`config.mk`:
```
export PLATFORM = sky130hd
export DESIGN_NAME = mux4_rr_arbiter
export DESIGN_NICKNAME = d
export VERILOG_FILES = /design/src/rtl/mux_arb_pkg.sv /design/src/rtl/mux4_data.sv /design/src/rtl/mux4_rr_arbiter.sv
export SDC_FILE = /design/constraint.sdc
export NUM_CORES = 1
export LEC_CHECK = 0
export ABC_AREA = 1
export CAP_MARGIN = 20
export CORE_MARGIN = 3
export CORE_UTILIZATION = 48
export DETAILED_ROUTE_END_ITERATION = 7
export PLACE_DENSITY = 0.95
export RECOVER_POWER = 100
export SYNTH_ARGS = -nofsm -noshare
export SYNTH_HDL_FRONTEND = slang
export SYNTH_HIERARCHICAL = 1
export SYNTH_SLANG_ARGS = --single-unit
```
`constraint.sdc`:
```
create_clock -name clk -period 2.8 [get_ports clk]
set_input_delay 0.42 -clock clk [delete_from_list [all_inputs] [get_ports clk]]
set_output_delay 0.42 -clock clk [all_outputs]
set_load 0.01 [all_outputs]
```
`src/rtl/mux_arb_pkg.sv`:
```
// Shared types and round-robin helper for the 4-requester mux arbiter.
package mux_arb_pkg;

  localparam int NUM_REQ = 4;
  localparam int SEL_W   = 2;
  localparam int CNT_W   = 8;

  typedef enum logic {ST_IDLE, ST_BUSY} state_t;

  typedef struct packed {
    logic             found;
    logic [SEL_W-1:0] idx;
  } pick_t;

  function automatic pick_t rr_pick(input logic [NUM_REQ-1:0] req,
                                    input logic [SEL_W-1:0]   last_ptr);
    pick_t            pick;
    logic [SEL_W-1:0] idx;
    pick = '0;
    // Walk farthest-first so the nearest set bit after last_ptr is the one that sticks.
    for (int i = NUM_REQ; i >= 1; i--) begin
      idx = last_ptr + SEL_W'(i);
      if (req[idx]) begin
        pick.found = 1'b1;
        pick.idx   = idx;
      end
    end
    return pick;
  endfunction

endpackage

```
`src/rtl/mux4_data.sv`:
```
// Combinational 4:1 mux built as two 2:1 stages; zero latency, no flow control.
module mux4_data
  import mux_arb_pkg::*;
#(
  parameter int DATA_W = 8
) (
  input  logic [NUM_REQ*DATA_W-1:0] in_dat,
  input  logic [SEL_W-1:0]          sel,
  output logic [DATA_W-1:0]         out_dat
);

  logic [DATA_W-1:0] lo_dat;
  logic [DATA_W-1:0] hi_dat;

  assign lo_dat  = sel[0] ? in_dat[DATA_W   +: DATA_W] : in_dat[0        +: DATA_W];
  assign hi_dat  = sel[0] ? in_dat[3*DATA_W +: DATA_W] : in_dat[2*DATA_W +: DATA_W];
  assign out_dat = sel[1] ? hi_dat : lo_dat;

endmodule

```
`src/rtl/mux4_rr_arbiter.sv`:
```
// Round-robin owner of a shared 4:1 mux; grant one cycle after req, one bubble between packets.
// Backpressure: out_ready passes straight to the granted in_ready; a stalled beat is held as-is.
module mux4_rr_arbiter
  import mux_arb_pkg::*;
#(
  parameter int DATA_W    = 8,
  parameter int MAX_BEATS = 16
) (
  input  logic                      clk,
  input  logic                      rst_n,
  input  logic [NUM_REQ-1:0]        req,
  input  logic [NUM_REQ-1:0]        in_valid,
  input  logic [NUM_REQ-1:0]        in_last,
  input  logic [NUM_REQ*DATA_W-1:0] in_data,
  output logic [NUM_REQ-1:0]        in_ready,
  output logic                      out_valid,
  output logic                      out_last,
  output logic [DATA_W-1:0]         out_data,
  input  logic                      out_ready,
  output logic [NUM_REQ-1:0]        grant,
  output logic [SEL_W-1:0]          sel,
  output logic                      busy
);

  localparam logic [CNT_W-1:0] BEAT_LIMIT = CNT_W'(MAX_BEATS - 1);

  state_t            state_q, state_d;
  logic [NUM_REQ-1:0] grant_q, grant_d;
  logic [SEL_W-1:0]  sel_q, sel_d;
  logic [SEL_W-1:0]  last_ptr_q, last_ptr_d;
  logic [CNT_W-1:0]  beat_cnt_q, beat_cnt_d;

  logic [DATA_W-1:0] mux_dat;
  logic              mux_vld;
  logic              mux_last;
  logic              limit_hit;
  logic              accept;
  pick_t             pick;

  mux4_data #(.DATA_W(DATA_W)) u_data (.in_dat(in_data),  .sel(sel_q), .out_dat(mux_dat));
  mux4_data #(.DATA_W(1))      u_vld  (.in_dat(in_valid), .sel(sel_q), .out_dat(mux_vld));
  mux4_data #(.DATA_W(1))      u_last (.in_dat(in_last),  .sel(sel_q), .out_dat(mux_last));

  assign busy      = (state_q == ST_BUSY);
  assign grant     = grant_q;
  assign sel       = sel_q;
  assign limit_hit = (MAX_BEATS != 0) && (beat_cnt_q == BEAT_LIMIT);
  assign out_valid = busy & mux_vld;
  assign out_last  = busy & (mux_last | limit_hit);
  assign out_data  = busy ? mux_dat : '0;
  // grant_q is already one-hot of sel_q and is zero outside BUSY.
  assign in_ready  = out_ready ? grant_q : '0;
  assign accept    = out_valid & out_ready;
  assign pick      = rr_pick(req, last_ptr_q);

  always_comb begin
    state_d    = state_q;
    grant_d    = grant_q;
    sel_d      = sel_q;
    last_ptr_d = last_ptr_q;
    beat_cnt_d = beat_cnt_q;
    case (state_q)
      ST_IDLE: begin
        if (pick.found) begin
          state_d    = ST_BUSY;
          sel_d      = pick.idx;
          grant_d    = NUM_REQ'(1) << pick.idx;
          beat_cnt_d = '0;
        end
      end
      ST_BUSY: begin
        if (accept) begin
          if (beat_cnt_q != '1) beat_cnt_d = beat_cnt_q + 1'b1;
          if (out_last) begin
            state_d    = ST_IDLE;
            grant_d    = '0;
            last_ptr_d = sel_q;
          end
        end
      end
      default: state_d = ST_IDLE;
    endcase
  end

  always_ff @(posedge clk or negedge rst_n) begin
    if (!rst_n) begin
      state_q    <= ST_IDLE;
      grant_q    <= '0;
      sel_q      <= '0;
      last_ptr_q <= SEL_W'(NUM_REQ - 1);
      beat_cnt_q <= '0;
    end else begin
      state_q    <= state_d;
      grant_q    <= grant_d;
      sel_q      <= sel_d;
      last_ptr_q <= last_ptr_d;
      beat_cnt_q <= beat_cnt_d;
    end
  end

endmodule

```
==> impl_metrics.json <==
{
  "grt_first_pass_wirelength_um": 7921,
  "cp_top_family": "buffers and inverters",
  "yosysTopAreaCellShare": 0.2613,
  "postCtsSetupBuffers": 0,
  "antennaDiodeCount": 0,
  "final_common_cell": "nand2_1",
  "hold_buffers": 0,
  "cp.required_ps": 2380,
  "n_fill_cell": 291,
  "tritoncts": "yes",
  "relSlewSlack": 0.4686,
  "status": "complete, no violations",
  "io_buffers": 67,
  "grt_use_total": 0.2279,
  "grt_pass1_vias": 1800,
  "synth_edf_count": 0,
  "wire_per_inst_um": 11.07,
  "io-pin-count": 68,
  "path_max_fanout": 16,
  "coreArea_um2": 3416,
  "totalWireLength_um": 4618,
  "antenna_left": 0,
  "htreeDepth": 1,
  "yosys-top-cells-area": "nand2_1 (26%), dfrtp_1 (22%), inv_1 (16%), nand3_1 (9.2%), nor2_1 (3.5%)",
  "numCtsBuffers": 3,
  "ys_ff_latch": 17,
  "finalMaxSlewViolations": 0,
  "drtIter0Drc": 80,
  "dp_hpwl_um": 3787,
  "min-delay-start": "grant[0]$_DFFE_PN0P_",
  "fmax_ghz": 0.3889,
  "vdd_drop_max_v": 0.0005321,
  "async_flop_share": 1.000,
  "firstDrtPassIters": 4,
  "holdWs_ps": 519.0,
  "min_delay_worst_endpoint": "grant[0]$_DFFE_PN0P_",
  "syn_area_per_cell_um2": 5.717,
  "combinationalPowerShare": 0.693,
  "r2r_end": "beat_cnt_q[7]$_DFFE_PN0P_",
  "power.share.sequential": 0.238,
  "layoutNonFillerInstCount": 417,
  "period_share": 0.9183,
  "final_cell_mix": "nand2_1 (123), inv_1 (73), clkdlybuf4s50_1 (47), nand3_1 (34), dlygate4sd3_1 (20)",
  "fin_total_pwr_mw": 2.019,
  "avgViaCountPerCell": 4.647,
  "ys.flop_type": "dfrtp_1",
  "hold_path_depth": 2,
  "seqCellArea_um2": 427.9,
  "crit_path_cell_trace": "inv_2, nand2_1, nand3_1, nand2_1, nand2_1, inv_1, dlygate4sd3_1",
  "antenna_found_initial": 0,
  "drive_gt1_frac": 0.05391,
  "hold_viol": 0,
  "rsz0062_at_grt": "no",
  "crit_buf_inv": 3,
  "critical_path.max_stage_delay_ps": 620,
  "start_util": 0.5088,
  "crit_type": "register to output pin",
  "fin_nets": 420,
  "place_congestion": 0.8536,
  "final_core_util": 0.7062,
  "worst_slew_pin_slew_ps": 794.5,
  "place_inst": 413,
  "vias": 1938,
  "clockPowerShare": 0.068,
  "chipWidth_um": 66.17,
  "finClkSkew_ps": 5.962,
  "row_count": 21,
  "fin_ws_ps": 228.8,
  "grt_max_degree": 18,
  "reg2reg_depth": 9,
  "clk_pin_slew_worst_paths_ps": 100,
  "finalCriticalPeriod_ps": 2571,
  "setup_tns_ps": 0,
  "overflow": 0,
  "arrival_ps": 2150,
  "worstSetupStartpointType": "register",
  "fin_area_um2": 2412,
  "sw_frac_of_total": 0.5127,
  "p_leak_nw": 1.452,
  "multi_input_area_um2": 915.9,
  "cts_buffer_depth": 2,
  "yosysTopAreaCell": "nand2_1",
  "syn_to_final_growth_pct": 38.80,
  "drc": 0,
  "intPower_uw": 983.8,
  "power.density_nw_per_um2": 836.9,
  "critPathMostFrequentCell": "nand2_1",
  "syn-cell-area_um2": 1738,
  "crit_slowest_cell": "dfrtp_1",
  "setup_violations": 0,
  "switchingPower_mw": 1.035,
  "cp-end-kind": "output pin",
  "placed_cell_area_um2": 2431,
  "synthCells": 304,
  "ys_types": 29,
  "rrSetupSlack_ps": 550,
  "place_ws_ps": 430.9,
  "die-area_um2": 4378,
  "rr_startpoint": "last_ptr_q[0]$_DFFE_PN1P_",
  "hold_class": "register to register",
  "cts.sinks": 17,
  "maxCapViolations": 0,
  "synth-warning-count": 6,
  "seq_area_frac_synth": 0.2462,
  "fp.dieH_um": 66.17,
  "clock_latency_ps": 300,
  "cts_resized": 0,
  "synth_nets": 352,
  "cts_root_buf": "clkbuf_4"
}
[cells by family after synthesis]
logic type,count (synthesis),synth area share
fa+ha+maj,1,0.007198
xor+xnor,5,0.02520
simple gates,187,0.4824
compound gates,10,0.03455
buf+inv,84,0.2045
flops,17,0.2462
[registers in the layout, indices dropped and copies added (netlist names)]
register	count
beat_cnt_q	8
grant	4
last_ptr_q	2
sel	2
busy	1
[synth_stat cells, types with 3 or more instances]
| master | count |
|---|---|
| o21ai_1 | 5 |
| nor2_4 | 3 |
| nand2_2 | 8 |
| nand2_1 | 121 |
| inv_1 | 73 |
| nand3_1 | 32 |
| xor2_1 | 5 |
| buf_6 | 3 |
| dfrtp_1 | 15 |
| nor2_1 | 16 |
[worst register-to-register path: stages, from the launching register on]
cell and delay (ps):
dfstp_1 790, nand2_1 150, nand2_2 110, nand2_2 70, nor2_4 130, nor2_4 60, nor2_1 580, inv_4 90
nand2_1 110, o21ai_2 50
[area by class of cell]
class                   count  share of cell area
clock buffers               4             0.01089
inverters                  78              0.1255
well taps                  46             0.02386
repair buffers             69              0.2827
flip-flops and latches     17              0.1774
multi-input cells         203              0.3797
[worst max path at each step]
stage | slack, ps | start | endpoint | cells past startpoint
5_1_grt | 50 | sel[0]$_DFFE_PN0P_ | out_data[0] | 7
2_1_floorplan | 1220 | sel[0]$_DFFE_PN0P_ | beat_cnt_q[7]$_DFFE_PN0P_ | 12
6_report | 230 | sel[0]$_DFFE_PN0P_ | out_data[1] | 7
3_5_place_dp | 430 | in_last[3] | out_last | 9
3_3_place_gp | 440 | in_last[3] | out_last | 9
4_1_cts | 270 | sel[0]$_DFFE_PN0P_ | out_last | 8
[layer usage]
metal,track usage,vias up,part of all wire
met4,0.04822,0,0.010
li1,-,1026,-
met1,0.2689,855,0.41
met3,0.02891,6,0.043
met5,0,-,0
met2,0.4325,51,0.54
[power groups by stage]
| stage | sequential (mW) | combinational [mW] | clock [mW] |
|---|---|---|---|
| after floorplan | 0.440 | 1.03 | 0 |
| after global placement | 0.487 | 1.46 | 0 |
| after detailed placement | 0.492 | 1.50 | 0 |
| after CTS | 0.487 | 1.51 | 0.142 |
| after global routing | 0.504 | 1.59 | 0.150 |
| final | 0.481 | 1.40 | 0.138 |
Note: power is estimated with default switching activity, not from simulation.
